[src/rtl/soc_mem_fabric_pkg.sv]
// Shared definitions for the SoC data-memory fabric: FSM state encoding and
// fabric-wide constants.
package soc_mem_fabric_pkg;

  typedef enum logic [1:0] {
    ST_IDLE   = 2'd0,
    ST_ACCESS = 2'd1,
    ST_DONE   = 2'd2
  } fabric_state_e;

  localparam logic [31:0] ERR_RDATA_DEF = 32'hDEAD_BEEF;
  localparam int          MAX_SLV       = 8;

endpackage

[src/rtl/soc_mem_fabric_decoder.sv]
// Combinational address decoder: (addr & mask) == base per slave, lowest
// index wins when windows overlap; miss when no slave matches.
module soc_mem_fabric_decoder #(
  parameter int unsigned           N_SLV    = 3,
  parameter logic [N_SLV*32-1:0]   SLV_BASE = '0,
  parameter logic [N_SLV*32-1:0]   SLV_MASK = '0
) (
  input  logic [31:0]      addr_i,
  output logic [N_SLV-1:0] hit_o,
  output logic             miss_o
);

  always_comb begin
    hit_o = '0;
    // Walk downward so the last match written is the lowest index.
    for (int i = int'(N_SLV) - 1; i >= 0; i--) begin
      if ((addr_i & SLV_MASK[i*32 +: 32]) == SLV_BASE[i*32 +: 32]) begin
        hit_o    = '0;
        hit_o[i] = 1'b1;
      end
    end
    miss_o = ~|hit_o;
  end

endmodule

[src/rtl/soc_mem_fabric.sv]
// Data-memory interconnect between the core's split rd/wr ports and N_SLV
// slaves. Optional ack timeout enabled by defining FABRIC_TIMEOUT_EN.
//
// state  | meaning
// IDLE   | waiting for a core access; decode and launch (write before read)
// ACCESS | slave request held until the selected slave acks (or timeout)
// DONE   | result cycle: read data valid, err_o pulse, stall released
module soc_mem_fabric
  import soc_mem_fabric_pkg::*;
#(
  parameter int unsigned         N_SLV     = 3,
  parameter logic [N_SLV*32-1:0] SLV_BASE  = {32'h0000_2000, 32'h0000_1000, 32'h0000_0000},
  parameter logic [N_SLV*32-1:0] SLV_MASK  = {32'h0000_F000, 32'h0000_F000, 32'h0000_F000},
  parameter int unsigned         TO_CYC    = 255,
  parameter logic [31:0]         ERR_RDATA = ERR_RDATA_DEF
) (
  input  logic                  clk,
  input  logic                  rst,
  input  logic                  mem_rd_req_i,
  input  logic [31:0]           mem_rd_addr_i,
  output logic [31:0]           mem_rd_data_o,
  input  logic                  mem_wr_req_i,
  input  logic [3:0]            mem_wr_sel_i,
  input  logic [31:0]           mem_wr_addr_i,
  input  logic [31:0]           mem_wr_data_i,
  output logic                  mem_stall_o,
  output logic [N_SLV-1:0]      slv_req_o,
  output logic                  slv_we_o,
  output logic [3:0]            slv_sel_o,
  output logic [31:0]           slv_addr_o,
  output logic [31:0]           slv_wdata_o,
  input  logic [N_SLV*32-1:0]   slv_rdata_i,
  input  logic [N_SLV-1:0]      slv_ack_i,
  output logic                  err_o
);

  if (N_SLV < 1 || N_SLV > MAX_SLV || TO_CYC < 1) begin : g_bad_param
    $error("soc_mem_fabric: illegal N_SLV or TO_CYC");
  end

  fabric_state_e    state_q, state_d;
  logic [N_SLV-1:0] req_q, req_d;
  logic             we_q, we_d;
  logic [3:0]       sel_q, sel_d;
  logic [31:0]      addr_q, addr_d;
  logic [31:0]      wdata_q, wdata_d;
  logic [31:0]      rdata_q, rdata_d;
  logic             err_q, err_d;
  logic             rd_pend_q, rd_pend_d;
  logic             stall_c;

  logic             wr_acc, rd_acc;
  logic [31:0]      dec_addr;
  logic [N_SLV-1:0] hit;
  logic             miss;
  logic             ack_sel;
  logic [31:0]      rdata_mux;
  logic             to_expired;

  // While a read is parked behind a write, the still-held write is masked.
  assign wr_acc   = mem_wr_req_i & (|mem_wr_sel_i) & ~rd_pend_q;
  assign rd_acc   = mem_rd_req_i;
  assign dec_addr = wr_acc ? mem_wr_addr_i : mem_rd_addr_i;

  soc_mem_fabric_decoder #(
    .N_SLV    (N_SLV),
    .SLV_BASE (SLV_BASE),
    .SLV_MASK (SLV_MASK)
  ) u_decoder (
    .addr_i (dec_addr),
    .hit_o  (hit),
    .miss_o (miss)
  );

  always_comb begin
    rdata_mux = '0;
    for (int i = 0; i < int'(N_SLV); i++) begin
      if (req_q[i]) rdata_mux = rdata_mux | slv_rdata_i[i*32 +: 32];
    end
    ack_sel = |(slv_ack_i & req_q);
  end

`ifdef FABRIC_TIMEOUT_EN
  localparam int unsigned TO_W = (TO_CYC > 1) ? $clog2(TO_CYC) : 1;
  logic [TO_W-1:0] to_cnt_q, to_cnt_d;

  assign to_expired = (to_cnt_q == '0);

  always_comb begin
    to_cnt_d = to_cnt_q;
    if (state_q == ST_IDLE) begin
      to_cnt_d = TO_W'(TO_CYC - 1);
    end else if (state_q == ST_ACCESS && !to_expired) begin
      to_cnt_d = to_cnt_q - TO_W'(1);
    end
  end

  always_ff @(posedge clk or negedge rst) begin
    if (!rst) to_cnt_q <= '0;
    else      to_cnt_q <= to_cnt_d;
  end
`else
  assign to_expired = 1'b0;
`endif

  always_comb begin
    state_d   = state_q;
    req_d     = req_q;
    we_d      = we_q;
    sel_d     = sel_q;
    addr_d    = addr_q;
    wdata_d   = wdata_q;
    rdata_d   = rdata_q;
    err_d     = 1'b0;
    rd_pend_d = rd_pend_q;
    stall_c   = 1'b0;
    case (state_q)
      ST_IDLE: begin
        if (wr_acc || rd_acc) begin
          stall_c   = 1'b1;
          rd_pend_d = wr_acc & rd_acc;
          if (miss) begin
            state_d = ST_DONE;
            err_d   = 1'b1;
            if (!wr_acc) rdata_d = ERR_RDATA;
          end else begin
            state_d = ST_ACCESS;
            req_d   = hit;
            we_d    = wr_acc;
            sel_d   = wr_acc ? mem_wr_sel_i : 4'b0;
            addr_d  = dec_addr;
            wdata_d = wr_acc ? mem_wr_data_i : 32'h0;
          end
        end
      end
      ST_ACCESS: begin
        stall_c = 1'b1;
        if (ack_sel) begin
          req_d   = '0;
          state_d = ST_DONE;
          if (!we_q) rdata_d = rdata_mux;
        end else if (to_expired) begin
          req_d   = '0;
          state_d = ST_DONE;
          err_d   = 1'b1;
          if (!we_q) rdata_d = ERR_RDATA;
        end
      end
      ST_DONE: begin
        stall_c = rd_pend_q;
        state_d = ST_IDLE;
      end
      default: state_d = ST_IDLE;
    endcase
  end

  always_ff @(posedge clk or negedge rst) begin
    if (!rst) begin
      state_q   <= ST_IDLE;
      req_q     <= '0;
      we_q      <= 1'b0;
      sel_q     <= 4'b0;
      addr_q    <= '0;
      wdata_q   <= '0;
      rdata_q   <= '0;
      err_q     <= 1'b0;
      rd_pend_q <= 1'b0;
    end else begin
      state_q   <= state_d;
      req_q     <= req_d;
      we_q      <= we_d;
      sel_q     <= sel_d;
      addr_q    <= addr_d;
      wdata_q   <= wdata_d;
      rdata_q   <= rdata_d;
      err_q     <= err_d;
      rd_pend_q <= rd_pend_d;
    end
  end

  assign mem_stall_o   = stall_c & rst;
  assign mem_rd_data_o = rdata_q;
  assign slv_req_o     = req_q;
  assign slv_we_o      = we_q;
  assign slv_sel_o     = sel_q;
  assign slv_addr_o    = addr_q;
  assign slv_wdata_o   = wdata_q;
  assign err_o         = err_q;

endmodule
[config.mk]
export PLATFORM = sky130hd
export DESIGN_NAME = soc_mem_fabric
export DESIGN_NICKNAME = d
export VERILOG_FILES = /design/src/rtl/soc_mem_fabric_pkg.sv /design/src/rtl/soc_mem_fabric_decoder.sv /design/src/rtl/soc_mem_fabric.sv
export SDC_FILE = /design/constraint.sdc
export NUM_CORES = 1
export LEC_CHECK = 0
export BUFFER_PORTS_ARGS = -buffer_cell sky130_fd_sc_hd__buf_2
export CAP_MARGIN = 20
export CORE_AREA = 2 2 120 122
export CTS_CLUSTER_DIAMETER = 100
export DETAILED_ROUTE_END_ITERATION = 6
export DIE_AREA = 0 0 122 124
export HOLD_SLACK_MARGIN = 0.03
export PLACE_DENSITY = 0.68
export SLEW_MARGIN = 0
export SYNTH_ARGS = -nofsm -noshare
export SYNTH_HDL_FRONTEND = slang
export SYNTH_SLANG_ARGS = --single-unit
[constraint.sdc]
create_clock -name clk -period 2.2 [get_ports clk]
set_input_delay 0.22 -clock clk [delete_from_list [all_inputs] [get_ports clk]]
set_output_delay 0.22 -clock clk [all_outputs]
set_load 0.01 [all_outputs]
* After elaboration in Yosys (flattened, before gate mapping)
Index checks and enable logic that the tools add are counted.
** Storage, ports and cells
- Register bits :: 108
- Input bits :: 203
- Output and inout port bits :: 106
- Logic and storage cells :: 67
** Operators by class
- Eq/ne operators :: 10
- Muxes and demuxes :: 28
- Bitwise operators :: 8
- Reductions and logical operators :: 12
** Operator list (count)
- 2-to-1 mux 32 bit :: 10
- bitwise OR 32 bit :: 2
- one-hot mux 32 bit (2 select lines) :: 1
- logical NOT 32 bit :: 1
- 2-to-1 mux 3 bit :: 6
- != test 2 bit (second input constant) :: 5
- 2-to-1 mux 2 bit :: 3
- one-hot mux 3 bit (2 select lines) :: 1
- AND reduction 6 bit :: 1
- OR reduction 3 bit :: 2
- AND 1 bit :: 4
- equality test 4 x 1 -> 1 bit (second input constant) :: 1
- equality test 4 x 2 -> 1 bit (second input constant) :: 1
- 2-to-1 mux 1 bit :: 4
- 2-to-1 mux 4 bit :: 1
- one-hot mux 2 bit (2 select lines) :: 1
- AND reduction 2 bit :: 2
- AND reduction 4 bit :: 1
- OR reduction 4 bit :: 1
- AND 3 bit :: 1
- one-hot mux 1 bit (3 select lines) :: 1
- AND reduction 3 bit :: 1
- equality test 2 x 1 -> 1 bit (second input constant) :: 1
- equality test 2 bit (second input constant) :: 1
- other kinds (5) :: 5

* Longest topological paths before layout
- Depth after elaboration :: 12
- Gate-level depth with buffers :: 7
- Depth with buffers taken out :: 5

* Modules after synthesis
Synthesis repeated with hierarchy kept, for this count alone.
** Unflattened totals
- Cell total of the unflattened synthesis :: 409
- Area, all modules :: 5232.5 um^2
** By module, submodules not included
- soc_mem_fabric :: times used 1, cells an instance 405, area an instance 5198.7 um^2, seq. area each 2702.6 um^2
- soc_mem_fabric_decoder :: times used 1, cells an instance 4, area an instance 33.8 um^2, seq. area each 0.0 um^2

* Worst setup path after synthesis
Ideal clock, no wire load.
- Path type :: flip-flop to flip-flop
- Start :: register rd_pend_q
- End :: register addr_q[20], in the netlist slv_addr_o[20]
- Setup time :: 0.082 ns
- Data arrival time :: 1.633 ns
- Required time :: 2.118 ns
- Slack :: 0.485 ns
- Stages on the path, launching flop included :: 8
- Path buffers :: 2
- Clock period less this slack :: 1.715 ns
- Cells stage by stage :: dfrtp_1 nand2b_1 nor4b_1 a41o_1 buf_2 buf_4 nor2_1 a31oi_1
** On the way
- Word-level cells in the longest chain between the ends :: 9
- Elaborated cells between the ends (all ways) :: 12
- Classes of those cells :: 2 x eq/ne; 4 x mux; 2 x bitwise; 4 x reduce/logical
** Ends and longest elaborated chain
- start: declaration :: RTL line soc_mem_fabric.sv:49 : logic rd_pend_q, rd_pend_d;
- start signal: assignment :: RTL line soc_mem_fabric.sv:177 : rd_pend_q <= rd_pend_d;
- NOT 1 bit * :: RTL line soc_mem_fabric.sv:61 : assign wr_acc = mem_wr_req_i & (|mem_wr_sel_i) & ~rd_pend_q;
- AND 1 bit * :: RTL line soc_mem_fabric.sv:61
- 2-to-1 mux 32 bit :: RTL line soc_mem_fabric.sv:63 : assign dec_addr = wr_acc ? mem_wr_addr_i : mem_rd_addr_i;
- equality test 4 x 2 -> 1 bit :: RTL line soc_mem_fabric_decoder.sv:17 : if ((addr_i & SLV_MASK[i*32 +: 32]) == SLV_BASE[i*32 +: 32]) begin
- 2-to-1 mux 3 bit (3 in a row) :: RTL line soc_mem_fabric_decoder.sv:17
- OR reduction 3 bit :: RTL line soc_mem_fabric_decoder.sv:22 : miss_o = ~|hit_o;
- AND reduction 3 bit (no source line)
- end signal: assignment :: RTL line soc_mem_fabric.sv:173 : addr_q <= addr_d;
- end: declaration :: RTL line soc_mem_fabric.sv:45 : logic [31:0] addr_q, addr_d;
Mark *: on every way between the ends. The rest lies on a longest branch, timed or not.
A chain may end at the register's enable or synchronous reset.

* Final worst setup path
- Start :: register rd_pend_q
- End :: output mem_stall_o
** On the way
- Word-level cells in the longest chain between the ends :: 6
** Ends and longest elaborated chain
- NOT 1 bit :: RTL line soc_mem_fabric.sv:61
- AND 1 bit :: RTL line soc_mem_fabric.sv:61
- logical OR 1 bit :: RTL line soc_mem_fabric.sv:119 : if (wr_acc || rd_acc) begin
- 2-to-1 mux 1 bit :: RTL line soc_mem_fabric.sv:119
- one-hot mux 1 bit (3 select lines) * :: RTL line soc_mem_fabric.sv:117 : case (state_q)
- AND 1 bit * :: RTL line soc_mem_fabric.sv:181 : assign mem_stall_o = stall_c & rst;
- end: declaration :: RTL line soc_mem_fabric.sv:26 : output logic mem_stall_o,
Marks and branches as above.

==> results.py <==
metrics = {
    "synthesis": {
        "avgSynthCellArea_um2": 10.1,
        "synth_top_area_share_pct": 55.5,
        "ys_seq_area_share_pct": 55.5,
        "synthesis.nets": 683,
        "yosysWarnings": 0,
        "synth-main-ff-cell": "dfrtp_1",
        "netlist_area_um2": 4870,
        "synth.area.top_cells": "dfrtp_1 (55%), a22o_1 (6.5%), a21oi_1 (5.2%), nand2_1 (5.2%), a21o_1 (4.5%)",
        "synth_cell_type_count": 39,
        "postSynthCellCount": 480,
        "async_flop_share_pct": 100,
        "yosys-top-cells-count": "dfrtp_1 (108), nand2_1 (68), a21oi_1 (51)",
        "synth_top_area_cell": "dfrtp_1",
        "yosysMostFrequentCell": "dfrtp_1",
        "synth-edff-count": 0,
        "ys_ff_latch": 108,
    },
    "setup_path": {
        "end_kind": "output port",
        "cp_slowest_cell": "dfrtp_1",
        "path_cells": "nand2b_1 > o21ai_1 > buf_4 > nand2b_1 > a21boi_1 > buf_2",
        "required_ns": 1.98,
        "crit_type": "reg -> out",
        "worstPathMaxFanout": 5,
        "start_kind": "flip-flop",
        "crit_arrival_ns": 1.78,
        "cp_common_cell": "nand2b_1",
        "r2r-start": "rd_pend_q$_DFFE_PN0P_",
        "critPathLaunch": "rd_pend_q$_DFFE_PN0P_",
        "crit_path_max_incr_delay_ns": 0.41,
    },
    "die": {
        "io_pins": 309,
        "die_h_um": 124,
        "die_w_um": 122,
        "die_area_um2": 15100,
        "rows": 43,
        "initial_core_util_pct": 35.5,
        "core_um2": 13700,
    },
    "global_route": {
        "grt.overflow.total": 0,
        "grt_pass1_wl_mm": 22.8,
        "track_usage_pct": 19.7,
        "first_global_vias": 4572,
        "grt_max_degree": 109,
        "antenna_found_initial": 1,
    },
    "pwr": {
        "power_frac_comb_pct": 44.3,
        "p_clk_share_pct": 19.0,
        "internal_power_w": 0.00571,
        "power_switching_w": 0.00351,
        "power.leakage_nw": 3.75,
        "irDropWorstVdd_uv": 537,
        "power_per_cell_area_nw_per_um2": 1310,
        "seqPwrFrac_pct": 36.7,
        "switching_share_pct": 38.1,
    },
    "place": {
        "place_congestion": 0.747,
        "dpl.hpwl_mm": 11.4,
        "port_buffers": 308,
    },
    "finish": {
        "fin_util_pct": 51.5,
        "final_layout_size_suffix_gt1_share_pct": 45.3,
        "fillCellCount": 1319,
        "syn_to_final_growth_pct": 45.0,
        "nNetsFinal": 982,
    },
    "route": {
        "drtAntennaViolNets": 0,
        "wirelength_mm": 15.3,
        "drtIter0Drc": 231,
        "drc_errors": 0,
        "wire_per_inst_um": 15.9,
        "first_pass_iters": 5,
        "drt-vias-per-instance": 5.03,
        "vias": 4852,
    },
    "run_status": {
        "run_status": "finished clean",
    },
    "min_path": {
        "hold_path_startpoint": "mem_wr_data_i[6]",
        "min_path_type": "in -> reg",
    },
    "timing": {
        "period_minus_slack_ns": 2.00,
        "slew_headroom_pct": 60.2,
        "worst_clock_skew_ns": 0.00646,
        "rsz0062_at_grt": "false",
        "max_clock_freq_mhz": 499,
        "slew_violations": 0,
        "finalHoldViolations": 0,
        "fin_hold_ws_ns": 0.0805,
        "fin_crit_sh_pct": 91.1,
        "setup_violations": 0,
        "timing.setup.tns_ns": 0,
        "worstMarginPinSlew_ns": 0.597,
    },
    "clock_network": {
        "clk_pin_slew_worst_paths_ns": 0.08,
        "clk_latency_ns": 0.36,
        "cts_setup_buffers": 0,
        "cts-root-buf": "clkbuf_16",
        "cts_sinks": 108,
        "htreeDepth": 3,
        "cts_tree": "done",
        "clk_path_buf_depth": 2,
        "cts_buffers": 9,
    },
    "run": {
        "cap_violations": 0,
    },
}
[layout by cell type, fill, tap and decap left out, drive strengths merged, types with 2 or more instances in the layout]
master,netlist,layout
buf,14,329
dfrtp,108,108
nand2,69,69
a21oi,51,51
a22o,36,36
a31oi,32,32
nor2,32,32
a21o,29,29
a22oi,25,25
o31ai,9,9
clkbuf,28,9
a222oi,8,8
nor3,5,5
inv,1,5
nor2b,4,4
nand2b,3,3
o21ai,3,3
a211oi,3,3
nor4,3,3
nor3b,2,2
and2,2,2
clkinv,0,2
o211ai,2,2
or4b,2,2
[cell type report]
class / count / area [um2] / area share (%)
sequential: 108 / 2700 / 38.3
multi-input combinational: 329 / 2030 / 28.7
timing repair buffer: 330 / 1770 / 25.0
clock buffer: 9 / 225 / 3.19
tap: 180 / 225 / 3.19
clock inverter: 7 / 105 / 1.49
inverter: 1 / 3.75 / 0.0531
antenna: 1 / 2.50 / 0.0354
[state kept, by name (all words and copies together) (netlist names)]
| signal | flops |
|---|---|
| slv_sel_o | 4 |
| state_q | 2 |
| mem_rd_data_o | 32 |
| slv_wdata_o | 32 |
| slv_we_o | 1 |
| err_o | 1 |
| slv_req_o | 3 |
| rd_pend_q | 1 |
| slv_addr_o | 32 |
[cells by family (layout without fill, tap and decap cells)]
kind of cell    after synthesis  count (layout)  synth area share [%]
flops                       108             108                  55.5
other cells                   0               1                     0
compound gates              202             202                  29.2
simple gates                127             127                  11.5
buf+inv                      43             347                  3.78
[metrics by stage]
stage               std cells  total power, W  setup WS (ns)  instance area, um2
finish                    965         0.00922          0.196                7060
floorplan                 480         0.00577          0.485                4870
global route              965         0.00990         0.0303                7060
CTS                       964         0.00934          0.190                7050
detailed placement        947         0.00755          0.190                6710
global placement          946         0.00745         0.0933                6680
[path summary, 6_finish.rpt]
check                      slack [ns]                            end  cells after the start
hold reg to reg                  0.48  mem_rd_data_o[22]$_DFFE_PN0P_                      2
hold / removal                   0.08     slv_wdata_o[6]$_DFFE_PN0P_                      2
setup / recovery                 0.20                    mem_stall_o                      6
setup reg to reg                 0.33      slv_addr_o[6]$_DFFE_PN0P_                      6
min in group asynchronous        0.53       slv_req_o[0]$_DFFE_PN0P_                      3
max in group asynchronous        1.19      slv_addr_o[8]$_DFFE_PN0P_                      3
[worst max-delay path: cells and delay by family (launching register included)]
kind            cells  cell delay (ns)
simple gates        2             0.33
compound gates      2             0.36
flops               1             0.41
buf+inv             2             0.33
[metal layers]
layer,global-route usage [%],routed length (um)
met5,0,0
met4,7.61,245
met3,5.45,1260
met2,33.9,7430
met1,23.5,6380
[power by group through the flow]
| stage | registers [W] | logic [W] | clock network, W |
|---|---|---|---|
| CTS | 0.00339 | 0.00414 | 0.00181 |
| finish | 0.00338 | 0.00408 | 0.00175 |
| floorplan | 0.00385 | 0.00192 | 0 |
| global route | 0.00350 | 0.00451 | 0.00190 |
| global placement | 0.00340 | 0.00405 | 0 |
| detailed placement | 0.00340 | 0.00415 | 0 |
[repair_timing]
action / in CTS / in global routing
setup endpoints to repair: 0 / 1
hold buffers: 1 / 0
resized for setup: 0 / 1
endpoints found under the hold margin: 108 / 0
Note: power is estimated with default switching activity, not from simulation.
